### config.mk
export PLATFORM = sky130hd
export DESIGN_NAME = double_le_arbiter_flat
export DESIGN_NICKNAME = d
export VERILOG_FILES = /design/src/rtl/double_le_arbiter_if.sv /design/src/rtl/double_le_arbiter.sv /design/src/flat_wrapper.sv
export SDC_FILE = /design/constraint.sdc
export NUM_CORES = 1
export LEC_CHECK = 0
export BUFFER_PORTS_ARGS = -buffer_cell sky130_fd_sc_hd__buf_2
export CAP_MARGIN = 30
export CORE_AREA = 2 2 252 254
export DETAILED_ROUTE_END_ITERATION = 6
export DIE_AREA = 0 0 254 256
export GPL_ROUTABILITY_DRIVEN = 0
export HOLD_SLACK_MARGIN = 0.12
export MAX_ROUTING_LAYER = met4
export PLACE_DENSITY = 0.35
export SETUP_SLACK_MARGIN = 0.5
export SLEW_MARGIN = 0
export SYNTH_ARGS = -nofsm -noshare
export SYNTH_HDL_FRONTEND = slang
export SYNTH_SLANG_ARGS = --single-unit
### constraint.sdc
create_clock -name clk -period 4.6 [get_ports clk]
set_clock_uncertainty 0.2 [all_clocks]
set_input_delay 0.46 -clock clk [delete_from_list [all_inputs] [get_ports clk]]
set_output_delay 0.46 -clock clk [all_outputs]
set_load 0.1 [all_outputs]
### src/rtl/double_le_arbiter_if.sv
// Requester-side and comparator-side signals of double_le_arbiter.
// master: requesters + comparator; slave: the arbiter.
interface double_le_arbiter_if #(
  parameter int unsigned N_REQ = 4
);
  logic [N_REQ-1:0]    req_valid;
  logic [N_REQ-1:0]    req_ready;
  logic [64*N_REQ-1:0] req_a;
  logic [64*N_REQ-1:0] req_b;
  logic [N_REQ-1:0]    rsp_valid;
  logic                rsp_z;
  logic [63:0]         cmp_a;
  logic [63:0]         cmp_b;
  logic                cmp_z;

  modport master (
    output req_valid, req_a, req_b, cmp_z,
    input  req_ready, rsp_valid, rsp_z, cmp_a, cmp_b
  );

  modport slave (
    input  req_valid, req_a, req_b, cmp_z,
    output req_ready, rsp_valid, rsp_z, cmp_a, cmp_b
  );
endinterface

### src/rtl/double_le_arbiter.sv
// Round-robin arbiter sharing one pipelined double_le comparator, with tag tracking of results.
// Define DOUBLE_LE_ARB_FIXED_PRI_EN for fixed lowest-index-wins priority instead of round-robin.
module double_le_arbiter #(
  parameter int unsigned N_REQ   = 4,
  parameter int unsigned LATENCY = 2
) (
  input logic                clk,
  input logic                rst,
  double_le_arbiter_if.slave io_bus
);
  localparam int unsigned IdW = $clog2(N_REQ);

  logic [N_REQ-1:0]          w_grant;
  logic [IdW-1:0]            w_gid;
  logic                      w_xfer;
  logic [63:0]               r_cmp_a;
  logic [63:0]               r_cmp_b;
  logic [LATENCY:0]          r_tag_v;
  logic [LATENCY:0][IdW-1:0] r_tag_id;
  logic [N_REQ-1:0]          r_rsp_valid;
  logic                      r_rsp_z;

`ifdef DOUBLE_LE_ARB_FIXED_PRI_EN
  // Scan downwards so the lowest set index is the last one written.
  always_comb begin
    w_gid  = '0;
    w_xfer = 1'b0;
    for (int k = int'(N_REQ) - 1; k >= 0; k--) begin
      if (io_bus.req_valid[k]) begin
        w_gid  = IdW'(k);
        w_xfer = 1'b1;
      end
    end
    if (rst) w_xfer = 1'b0;
  end
`else
  logic [IdW-1:0] r_ptr;
  logic [IdW-1:0] w_cand;

  always_comb begin
    w_gid  = '0;
    w_xfer = 1'b0;
    w_cand = '0;
    for (int unsigned k = 0; k < N_REQ; k++) begin
      w_cand = IdW'((32'(r_ptr) + k) % N_REQ);
      if (!w_xfer && io_bus.req_valid[w_cand]) begin
        w_gid  = w_cand;
        w_xfer = 1'b1;
      end
    end
    if (rst) w_xfer = 1'b0;
  end

  always_ff @(posedge clk or posedge rst) begin
    if (rst) begin
      r_ptr <= '0;
    end else if (w_xfer) begin
      r_ptr <= (32'(w_gid) == N_REQ - 1) ? '0 : w_gid + 1'b1;
    end
  end
`endif

  always_comb begin
    w_grant        = '0;
    w_grant[w_gid] = w_xfer;
  end

  always_ff @(posedge clk or posedge rst) begin
    if (rst) begin
      r_cmp_a <= '0;
      r_cmp_b <= '0;
    end else if (w_xfer) begin
      r_cmp_a <= io_bus.req_a[64*w_gid +: 64];
      r_cmp_b <= io_bus.req_b[64*w_gid +: 64];
    end
  end

  // Tag stage LATENCY lines up with cmp_z for the operands issued from it.
  always_ff @(posedge clk or posedge rst) begin
    if (rst) begin
      r_tag_v  <= '0;
      r_tag_id <= '0;
    end else begin
      r_tag_v[0]  <= w_xfer;
      r_tag_id[0] <= w_gid;
      for (int unsigned i = 1; i <= LATENCY; i++) begin
        r_tag_v[i]  <= r_tag_v[i-1];
        r_tag_id[i] <= r_tag_id[i-1];
      end
    end
  end

  always_ff @(posedge clk or posedge rst) begin
    if (rst) begin
      r_rsp_valid <= '0;
      r_rsp_z     <= 1'b0;
    end else begin
      r_rsp_valid <= '0;
      r_rsp_z     <= 1'b0;
      if (r_tag_v[LATENCY]) begin
        r_rsp_valid[r_tag_id[LATENCY]] <= 1'b1;
        r_rsp_z                        <= io_bus.cmp_z;
      end
    end
  end

  assign io_bus.req_ready = w_grant;
  assign io_bus.cmp_a     = r_cmp_a;
  assign io_bus.cmp_b     = r_cmp_b;
  assign io_bus.rsp_valid = r_rsp_valid;
  assign io_bus.rsp_z     = r_rsp_z;
endmodule

### src/flat_wrapper.sv
// flat-port wrapper written by rule: the top's interface ports become plain ports
module double_le_arbiter_flat 
#(
  parameter int unsigned N_REQ   = 4,
  parameter int unsigned LATENCY = 2
)
  (clk, rst, io_bus_req_valid, io_bus_req_a, io_bus_req_b, io_bus_cmp_z, io_bus_req_ready, io_bus_rsp_valid, io_bus_rsp_z, io_bus_cmp_a, io_bus_cmp_b);
  double_le_arbiter_if #(.N_REQ(N_REQ)) io_bus_i ();
  input logic clk;
  input logic rst;
  input wire logic [$bits(io_bus_i.req_valid)-1:0] io_bus_req_valid;
  input wire logic [$bits(io_bus_i.req_a)-1:0] io_bus_req_a;
  input wire logic [$bits(io_bus_i.req_b)-1:0] io_bus_req_b;
  input wire logic [$bits(io_bus_i.cmp_z)-1:0] io_bus_cmp_z;
  output wire logic [$bits(io_bus_i.req_ready)-1:0] io_bus_req_ready;
  output wire logic [$bits(io_bus_i.rsp_valid)-1:0] io_bus_rsp_valid;
  output wire logic [$bits(io_bus_i.rsp_z)-1:0] io_bus_rsp_z;
  output wire logic [$bits(io_bus_i.cmp_a)-1:0] io_bus_cmp_a;
  output wire logic [$bits(io_bus_i.cmp_b)-1:0] io_bus_cmp_b;
  assign io_bus_i.req_valid = io_bus_req_valid;
  assign io_bus_i.req_a = io_bus_req_a;
  assign io_bus_i.req_b = io_bus_req_b;
  assign io_bus_i.cmp_z = io_bus_cmp_z;
  assign io_bus_req_ready = io_bus_i.req_ready;
  assign io_bus_rsp_valid = io_bus_i.rsp_valid;
  assign io_bus_rsp_z = io_bus_i.rsp_z;
  assign io_bus_cmp_a = io_bus_i.cmp_a;
  assign io_bus_cmp_b = io_bus_i.cmp_b;
  double_le_arbiter #(.N_REQ(N_REQ), .LATENCY(LATENCY)) u_core (.clk(clk), .rst(rst), .io_bus(io_bus_i));
endmodule
Word level (Yosys, flattened, before mapping). Index checks and enable logic that the tools add are counted.

Reductions and logical operators: 8. Eq/ne operators: 1. Magnitude comparators: 8. Shift-type cells: 2. Muxes and demuxes: 24. Bitwise gates (word level): 1. Add/subtract/negate cells: 4.

Operators with widths (count): 256-bit by 9-bit indexed part select with 64-bit output (2); 2-bit by 3-bit less-than comparator with 1-bit output, second input constant (6); 1-bit 2-to-1 mux (12); 2-bit 2-to-1 mux (5); 1-bit binary-select mux with 2-bit select (4); 1-bit logical AND (5); 2-bit by 1-bit adder with 2-bit output, second input constant (2); 2-bit adder, second input constant (2); 4-bit AND (1); 1-bit demux with 2-bit select (2); 2-bit by 1-bit greater-or-equal comparator with 1-bit output, second input constant (2); 4-bit 2-to-1 mux (1); 1-bit zero test (3); 2-bit == test, second input constant (1).

Logic and storage cells: 57. Input port bits: 519. Flip-flop bits (word level): 144.

Logic depth before layout (Yosys ltp). Gate-level depths: netlist of the first run.

Depth in word-level cells: 17. Mapped depth: 8. Mapped depth without buffers: 5.

Worst setup path before layout of the first run. OpenSTA, ideal clock, no wires.

Path kind: input-to-output. Start point: in rst. End point: out io_bus_req_ready[1]. Buffers on the path: 0. Data arrival time: 4.490 ns. Setup slack: -0.550 ns. Required time: 3.940 ns. Stages on the path: 2. Cell sequence: inv_1 > and2_1.

Word-level cells in the longest chain between the ends: 2.

RTL lines: from (decl) (RTL line flat_wrapper.sv:10) `input logic rst;`; 1-bit 2-to-1 mux (RTL line double_le_arbiter.sv:51) `if (rst) w_xfer = 1'b0;`; 4-bit AND (no line); to (decl) (RTL line flat_wrapper.sv:15) `output wire logic [$bits(io_bus_i.req_ready)-1:0] io_bus_req_ready;`.

Every way passes these cells.

Worst setup path after layout of the first run.
Start point: reg u_core.r_ptr[0]. End point: reg u_core.r_cmp_a[55], in the netlist u_core.io_bus.cmp_a[55].

Word-level cells in the longest chain between the ends: 13. Elaborated cells between the ends (all ways): 27. Classes of those cells: add/sub: 3; shift: 1; mux: 17; reduce/logical: 6.

RTL lines: from (decl) (RTL line double_le_arbiter.sv:37) `logic [IdW-1:0] r_ptr;`; from (signal assigned) (RTL line double_le_arbiter.sv:58) `r_ptr <= (32'(w_gid) == N_REQ - 1) ? '0 : w_gid + 1'b1;`; branches (longest 13 deep; another with 2-bit by 1-bit adder with 2-bit output); to (signal assigned) (RTL line double_le_arbiter.sv:73) `r_cmp_a <= io_bus.req_a[64*w_gid +: 64];`; to (decl) (RTL line double_le_arbiter.sv:16) `logic [63:0] r_cmp_a;`.

Parallel ways; which one is timed is not known. The select of a mux whose other input is x is not followed. A chain may end at the register's enable or synchronous reset.

==> results.md, run 1 <==
* Status: finished, violations left
* Failing checks: DRC
* Largest net degree at the start of global routing at 142
* Setup TNS Final at 0 ns
* Post-synthesis mux area share at 0.1551%
* Combinational power share at 61.0%
* Post-layout min period at 3.606 ns
* Max Freq at 277.3 MHz
* Post-synthesis xor/xnor area fraction at 0%
* Area Growth Syn to Fin at 101.2%
* Crit share post-route at 78.40%
* Post-cts resize count at 0
* WP depth at 7
* Syn_nets at 1306
* Crit end category: flip-flop
* Vias in the first global route at 10940
* Fill count at 6947
* Worst min path class: flip-flop to flip-flop
* R2R depth at 7
* Final Hold Fails at 0
* Top_reg_cell synth: dfrtp_1
* Clk sink count at 144
* Sw power at 4.921 mW
* Share of cells above drive strength 1 at 42.75%
* Final ANT Viol Nets at 0
* Pwr dens at 613.0 nW/µm²
* Critical-path cell list: nand2b_1, a21o_1, and3_4, buf_4, a222oi_1, a31oi_1, dlygate4sd3_1
* Residual DRC at 23
* Rows at 92
* # hold bufs at CTS at 252
* Post-synthesis cell area at 7262 µm²
* Drt first pass iters at 7
* CP Max Fanout at 76
* Post-synthesis adder-cell area fraction at 0%
* Die X at 254 µm
* Routed WL at 43090 µm
* Clock share of power at 18.0%
* GR Overflow Total at 0
* Distinct cell type count after synthesis at 32
* R2R Path Start: u_core.r_ptr[0]
* PortBufs at 655
* Tot Pwr at 8.958 mW
* CTS tree: built
* Slew headroom at 32.77%
* Core footprint at 62390 µm²
* Total track usage at 13.31%
* Post-synth ARST share at 100.0%
* Crit-path slowest cell: and3_4
* Clock transition at path regs at 0.07 ns
* Initial antenna violation count at 3
* Synth Warn # at 0
* CTS Buf Count at 17
* Via count at 10380
* Sw Share at 54.94%
* Post-synthesis compound-gate area fraction at 30.03%
* Int Power at 4.037 mW
* Pleak at 6.630 nW
* Placement-stage worst setup slack at 1.420 ns
* Postcts setup bufs at 0
* Starting Density at 11.64%
* CP bufs+invs at 2
* Register share of total power at 20.9%
* Critical path class: flip-flop to flip-flop
* Largest family of logic cells by synthesized area: compound AO/OA/AOI/OAI gates
* EDFF count, synth at 0
* FF+latch count, synth at 144
* HPWL Detailed at 30500 µm
* Final setup vio count at 0
* Clk root buf: clkbuf_16
* CP Data Arrival Time at 3.82 ns
* Min-delay src: u_core.r_tag_v[0]
* Simple-gate share of the synthesized area at 15.13%
* Worst skew pair latency at 0.46 ns
* # IOs at 656
* RSZ-0062 raised after global routing: no
* Required @ worst endpoint at 4.81 ns
* Worst reg-to-reg setup slack at 0.99 ns
* Maximum VDD drop at 0.3213 mV
* Worst setup SP type: flip-flop
* Avg Cell Area, Syn at 9.227 µm²
* Seq/Total Area, Yosys at 49.62%
* Cell family contributing the most delay on the critical path: buffers and inverters
* Die Y at 256 µm
* Via-to-Cell Ratio at 4.157
* First-pass GRT wire length at 63110 µm
* Worst-Margin Slew at 1.009 ns
* DR iter-0 viols at 1092
* Max Slew Vio Count at 0
* Maxcap violations at 0
* Slowest stage delay, CP at 0.81 ns
* Nets at 2157
* Die footprint at 65020 µm²
* Worst setup path endpoint: u_core.io_bus.cmp_a[55]
* Clock tree buffer depth at 2
* Post-Synthesis Cells at 787
* Crit path from: u_core.r_ptr[0]
* PnR worst setup slack at 0.9937 ns
* WL per Instance at 17.26 µm
* Reg2Reg Capture Point: u_core.io_bus.cmp_a[55]
* CTS HTree Levels at 4
worst register-to-register path, delay by kind of cell (launching register included):
family,cells,cell delay [ns]
AND/OR/NAND/NOR,2,0.99
buffers and inverters,2,1.30
flip-flops,1,0.46
AO/OA/AOI/OAI,3,0.60
registers in the layout, indices dropped and copies added, names as in the netlist:
signal	flops
u_core.r_tag_id	6
u_core.io_bus.rsp_z	1
u_core.r_tag_v	3
u_core.io_bus.cmp_a	64
u_core.io_bus.cmp_b	64
u_core.r_ptr	2
u_core.io_bus.rsp_valid	4
power by group through the flow:
stage               combinational, mW  sequential [mW]  clock [mW]
floorplan                        1.17             4.48           0
CTS                              5.49             1.88        1.71
finish                           5.47             1.88        1.62
detailed placement               4.94             1.90           0
global route                     5.73             1.93        1.75
global placement                 4.94             1.90           0
final cells by class:
cell class / instances / area [µm²] / area share (%)
antenna: 2 / 5.005 / 0.03425
clock buffer: 18 / 439.2 / 3.005
clock inverter: 12 / 209.0 / 1.430
inverter: 3 / 15.01 / 0.1027
multi-input combinational: 553 / 3329 / 22.78
sequential: 144 / 3603 / 24.66
tap: 846 / 1059 / 7.244
timing repair buffer: 919 / 5953 / 40.74
cells by family after synthesis:
kind of cell           after synthesis
buffers and inverters               90
muxes                                1
DFF                                144
and+or+nand+nor                    282
AOI/OAI and AO/OA                  270
worst min path at each step:
stage | cells past startpoint | end | slack (ns)
floorplan | 0 | u_core.r_tag_id[2] | 0.13
global placement | 0 | u_core.r_tag_v[1] | 0.13
detailed placement | 0 | u_core.r_tag_v[1] | 0.14
CTS | 3 | u_core.io_bus.cmp_b[0] | 0.12
global route | 3 | u_core.io_bus.cmp_b[44] | 0.15
finish | 0 | u_core.r_tag_v[1] | 0.15
through the flow:
step                      hold WS, ns  utilization [%]  cells  cell area [µm²]
after global routing           0.1549            23.42   2497            14610
after floorplan                0.1312                -    787             7266
after CTS                      0.1241            23.41   2495            14610
after global placement         0.1333            18.30   2212            11420
after detailed placement       0.1373            18.33   2213            11440
final                          0.1505            23.42   2497            14610
routing by layer:
metal / vias to the layer above / GRT usage [%] / routed length (µm)
met3: 60 / 3.031 / 3255
li1: 4797 / - / -
met1: 4959 / 13.87 / 16290
met2: 563 / 23.96 / 22250
met4: 0 / 5.474 / 1296
met5: - / - / 0
synth_stat cells, types with 2 or more instances:
cell type	instances	share of area (%)
nand3_1	2	0.14
a21o_1	2	0.21
a222oi_1	128	18
o21ai_0	2	0.14
nand2b_1	2	0.17
dfrtp_1	144	50
a31oi_1	128	11
and3_1	3	0.26
clkbuf_1	61	3.2
buf_2	23	1.6
nor2_1	133	6.9
buf_1	2	0.10
and2_1	3	0.26
a21oi_1	2	0.14
nand2_1	133	6.9
inv_1	3	0.16
placed cells by master, fill, tap and decap left out, types with 3 or more instances in the layout:
| master | Yosys | routed |
|---|---|---|
| buf_2 | 23 | 655 |
| nand2_1 | 133 | 133 |
| clkbuf_16 | 0 | 17 |
| bufinv_16 | 0 | 5 |
| buf_12 | 0 | 5 |
| dfrtp_1 | 144 | 144 |
| a222oi_1 | 128 | 128 |
| dlygate4sd3_1 | 0 | 252 |
| buf_4 | 0 | 7 |
| nor2_1 | 133 | 132 |
| and2_1 | 3 | 3 |
| clkinv_4 | 0 | 3 |
| a31oi_1 | 128 | 128 |
Power figures use the tool's default switching activity.
==> run 2, diff against run 1 <==
ABC_AREA = 1   (was default)
CORE_AREA = 2 2 259 261   (was 2 2 252 254)
DIE_AREA = 0 0 261 263   (was 0 0 254 256)
PLACE_DENSITY = 0.38   (was 0.35)
clock period = 3.7 ns   (was 4.6 ns; I/O delays follow)
==> run 2 against run 1 <==
Compared with the run above:
- the flow now finishes without violations
- sequential cell count did not move
- critical endpoint is now io_bus_req_ready[3]
- worst hold slack got worse by 0.0044 ns
- worst setup slack worse by 0.33 ns
- core utilization increased by 6.6 points
- first-iteration DRC count shrank 25%
==> results.md, run 2 <==
* HPWL Detailed at 40650 µm
* Top_reg_cell synth: dfrtp_1
* Post-layout min period at 3.034 ns
* CP Data Arrival Time at 2.46 ns
* Final Hold Fails at 0
* Slowest stage delay, CP at 0.46 ns
* Drt first pass iters at 6
* Core footprint at 65630 µm²
* Fin util at 30.00%
* Seq/Total Area, Yosys at 33.57%
* Slew headroom at 32.98%
* Synth top area cells: nand2_1 46%, dfrtp_1 34%, nand3_1 12%, buf_2 3.9%, buf_1 0.98%
* Rows at 94
* FF+latch count, synth at 144
* Max Slew Vio Count at 0
* Share of cells above drive strength 1 at 25.54%
* Die footprint at 68640 µm²
* Worst-Margin Slew at 1.005 ns
* Starting Density at 16.36%
* Worst min path class: primary input to flip-flop
* Status: finished clean
* Crit end category: output pin
* Top-count cell post-synth: nand2_1
* Maxcap violations at 0
* Residual DRC at 0
* WL per Instance at 15.29 µm
* First-pass GRT wire length at 86570 µm
* Initial antenna violation count at 9
* Max Freq at 329.6 MHz
* Largest net degree at the start of global routing at 204
* CTS tree: built
* Final setup vio count at 0
* CTS HTree Levels at 4
* Via count at 15740
* Worst skew pair latency at 0.47 ns
* Vias in the first global route at 15760
* Cell family contributing the most delay on the critical path: simple AND/OR/NAND/NOR gates
* CTS Buf Count at 17
* Clk sink count at 144
* Total track usage at 16.70%
* Critical-path cell list: buf_4, nand2_1, nand2_2, nand2_1, nand2_2, nor2_4, nand4_1, nand3_4, inv_8, nor3_4, buf_12
* Most common library cell in the layout ignoring fill and taps: nand2_1
* Post-synth top cells: 1318 x nand2_1, 264 x nand3_1, 144 x dfrtp_1
* Synth Warn # at 0
* CP bufs+invs at 3
* EDFF count, synth at 0
* Yosys top cell by area: nand2_1
* Syn_nets at 2424
* Die X at 261 µm
* Avg Cell Area, Syn at 5.635 µm²
* Die Y at 263 µm
* Clock tree buffer depth at 2
* Post-synth ARST share at 100.0%
* Crit share post-route at 82.00%
* GR Overflow Total at 0
* Required @ worst endpoint at 3.13 ns
* Routed WL at 57570 µm
* Clk root buf: clkbuf_16
* Distinct cell type count after synthesis at 21
* Fin cells at 3766
* Via-to-Cell Ratio at 4.178
* Nets at 3400
* # IOs at 656
* Post-synthesis cell area at 10740 µm²
* Worst setup SP type: flip-flop
* Most frequent cells in the layout: 1316 x nand2_1, 651 x buf_2, 411 x dlygate4sd3_1
* Critical path class: flip-flop to output pin
* CP Max Fanout at 37
* Yosys top cell area share at 46.08%
* DR iter-0 viols at 823
* Post-Synthesis Cells at 1905
* Final ANT Viol Nets at 0
* PortBufs at 655
* Crit-path slowest cell: dfrtp_2
* RSZ-0062 raised after global routing: no
* Area Growth Syn to Fin at 83.41%
* Placed insts at 3307
* Clock transition at path regs at 0.06 ns
==> run 2: cell count changes after synthesis, sizes merged, moves of 91 or more <==
cell and delta:
nand2 +1187, nand3 +265, nor2 -130, a222oi -128, a31oi -127, buf +91
==> run 2: worst paths after layout <==
check / cells past startpoint / slack (ns) / start / end
max: 11 / 0.67 / u_core.r_ptr[0] / io_bus_req_ready[3]
min: 7 / 0.15 / io_bus_req_a[60] / u_core.io_bus.cmp_a[60]
max reg2reg: 16 / 0.79 / u_core.r_ptr[0] / u_core.io_bus.cmp_a[13]
min reg2reg: 0 / 0.15 / u_core.r_tag_v[0] / u_core.r_tag_v[1]
max in group asynchronous: 5 / 1.67 / rst / u_core.io_bus.cmp_a[53]
min in group asynchronous: 4 / 0.45 / rst / u_core.io_bus.cmp_a[8]
==> run 2: per-layer routing <==
metal  global-route usage [%]  share of wire, %  vias up
li1                         -                 -     7838
met1                    18.84                41     7238
met2                    28.33                49      542
met3                    3.274               5.4      118
met4                    7.647               4.0        0
met5                        -                 0        -
==> run 2: cells by family (layout without fill, tap and decap cells) <==
family | count (synthesis) | in the layout | share of synthesized area [%]
flip-flops | 144 | 144 | 33.57
AO/OA/AOI/OAI | 4 | 4 | 0.2214
buffers and inverters | 161 | 1149 | 6.818
other | 0 | 8 | 0
AND/OR/NAND/NOR | 1596 | 1597 | 59.39
==> run 2: worst min-delay path: stages <==
cell and delay [ns]:
buf_2 0.10, nand2_1 0.05, nand2_1 0.07, nand2_1 0.05, nand2_1 0.06, nand2_1 0.04
nand2_1 0.04
==> run 2: through the flow <==
step | hold WS [ns] | instance area (µm²) | TNS (ns) | setup slack, ns
CTS | 0.1209 | 19610 | 0 | 0.4917
floorplan | 0.1312 | 10790 | -0.6420 | -0.3662
finish | 0.1461 | 19690 | 0 | 0.6659
detailed placement | 0.1358 | 14870 | 0 | 0.7188
global placement | 0.1315 | 14870 | 0 | 0.7394
global route | 0.1416 | 19690 | 0 | 0.4971
==> run 2: what timing repair did <==
action                                  CTS  global route
setup buffers                             2             5
endpoints found under the setup margin    3            55
hold buffers                            411             0
gates resized for setup                   1             5
endpoints found under the hold margin   215             0
cloned                                    0             1
pin swaps                                 1             3
==> run 2: area by class of cell <==
class,instances,area (µm²)
clock inverter,13,151.4
sequential,144,3605
inverter,19,87.58
clock buffer,19,452.9
fill,7253,45940
antenna,8,20.02
timing repair buffer,1098,7830
tap,864,1081
multi-input combinational,1601,6462
Power of run 2 is left out: the tool's default activity adds up to more than one toggle a clock period on the data nets, which glitch-free logic cannot reach.
==> run 3, diff against run 2 <==
clock period = 3 ns   (was 3.7 ns; I/O delays follow)
==> run 3 against run 2 <==
Compared with the run above:
- the flow now finishes with violations (DRC)
- die area stayed put
- final cell count rose by 5.2%
- core utilization increased by 5.2 points
- via count increased by 11%
- register-to-register slack got worse by 0.61 ns
- largest cell class unchanged
==> results.md, run 3 (synthesized netlist as in run 2, its figures left out) <==
* Die footprint at 68640 µm²
* Residual DRC at 2
* Worst reg-to-reg setup slack at 0.18 ns
* Core footprint at 65630 µm²
* Rows at 94
* Final ANT Viol Nets at 0
* Hold_ws at 0.1315 ns
* Via count at 17470
* Critical path class: flip-flop to output pin
* # IOs at 656
* Global routing met2 resource utilization at 32.24%
* Die Y at 263 µm
* First-pass GRT wire length at 98330 µm
* Worst setup SP type: flip-flop
* Placement-stage worst setup slack at 0.2152 ns
* Most used routing layer in global routing: met2
* Largest net degree at the start of global routing at 95
* Crit end category: output pin
* CTS Buf Count at 17
* Via-to-Cell Ratio at 4.411
* Die X at 261 µm
* Maxcap violations at 0
* Worst skew pair latency at 0.47 ns
* Clk sink count at 144
* RSZ-0062 raised after global routing: yes
* Max Slew Vio Count at 0
* DR iter-0 viols at 1367
* GR Overflow Total at 0
* HPWL Detailed at 41660 µm
* Routed WL at 73960 µm
* Initial antenna violation count at 7
* Required @ worst endpoint at 2.50 ns
* Worst-Margin Slew at 0.5761 ns
* CTS HTree Levels at 4
* Clk root buf: clkbuf_16
* Clock transition at path regs at 0.07 ns
* PortBufs at 655
* Final Hold Fails at 0
* Vias in the first global route at 17540
* Final setup vio count at 0
* Nets at 3595
* Starting Density at 16.36%
* Clock tree buffer depth at 2
* Status: finished, violations left
* Met1 usage at 20.93%
* Fill count at 6965
* CP Max Fanout at 7
* Most frequent cells in the layout: 1257 x nand2_1, 651 x buf_2, 511 x dlygate4sd3_1
* Failing checks: DRC
* Drt first pass iters at 7
* Slew headroom at 61.86%
* Share of cells above drive strength 1 at 29.43%
* M3 GR Usage at 4.159%
* Max Freq at 349.4 MHz
* CP Data Arrival Time at 2.36 ns
* Post-layout min period at 2.862 ns
* Worst min path class: primary input to flip-flop
* PnR worst setup slack at 0.1376 ns
* WL per Instance at 18.68 µm
* CTS tree: built
* Area Growth Syn to Fin at 115.4%
* Crit share post-route at 95.41%
* Most common library cell in the layout ignoring fill and taps: nand2_1
* Total track usage at 19.14%
==> run 3: area by class of cell <==
cell class | instances | area (µm²) | share of cell area (%)
timing repair buffer | 1293 | 10900 | 47.15
multi-input combinational | 1600 | 6794 | 29.38
sequential | 144 | 3606 | 15.60
tap | 864 | 1081 | 4.676
clock buffer | 21 | 460.4 | 1.991
clock inverter | 11 | 155.1 | 0.6710
inverter | 19 | 97.59 | 0.4221
antenna | 7 | 17.52 | 0.07576
timing repair inverter | 1 | 8.758 | 0.03788
==> run 3: routing by layer <==
metal  part of all wire, %  vias to the layer above
li1                      -                     8243
met1                    39                     8104
met2                    49                      855
met3                   6.5                      266
met4                   5.4                        0
met5                     0                        -
==> run 3: timing repair <==
item                                   CTS  global route
hold buffers                           511             0
gates resized for setup                 28           135
buffers inserted                        19            25
gates cloned                            14            41
pin swaps                                8            39
endpoints found under the hold margin  201             0
setup endpoints to repair              132           132
==> run 3: through the flow <==
| step | instances | TNS [ns] | instance area (µm²) | utilization (%) |
|---|---|---|---|---|
| finish | 3960 | 0 | 23120 | 35.23 |
| global route | 3960 | -0.05582 | 23120 | 35.23 |
| CTS | 3887 | 0 | 21510 | 32.78 |
| detailed placement | 3311 | 0 | 15070 | 22.96 |
| global placement | 3311 | 0 | 15070 | 22.96 |
| floorplan | 1905 | -74.08 | 10830 | - |
==> run 3: worst paths after layout <==
kind	start	endpoint	depth (start not counted)
setup / recovery	u_core.r_ptr[0]	io_bus_req_ready[0]	12
hold / removal	io_bus_req_b[247]	u_core.io_bus.cmp_b[55]	7
setup reg to reg	u_core.r_ptr[1]	u_core.io_bus.cmp_b[32]	20
hold reg to reg	u_core.r_tag_id[3]	u_core.r_tag_id[5]	0
max in group asynchronous	rst	u_core.io_bus.cmp_b[57]	5
min in group asynchronous	rst	u_core.io_bus.cmp_a[6]	4
==> run 3: worst max-delay path: stages (launching register included) <==
cell      delay, ns
dfrtp_2        0.46
clkinv_4       0.11
nand2_1        0.09
nand2_2        0.09
nand2_1        0.09
nand2_2        0.09
nor2_4         0.14
nand3_4        0.14
nand3_4        0.12
buf_12         0.14
nand2_2        0.08
nor2_4         0.14
buf_12         0.19
Power of run 3 is left out for the same reason.
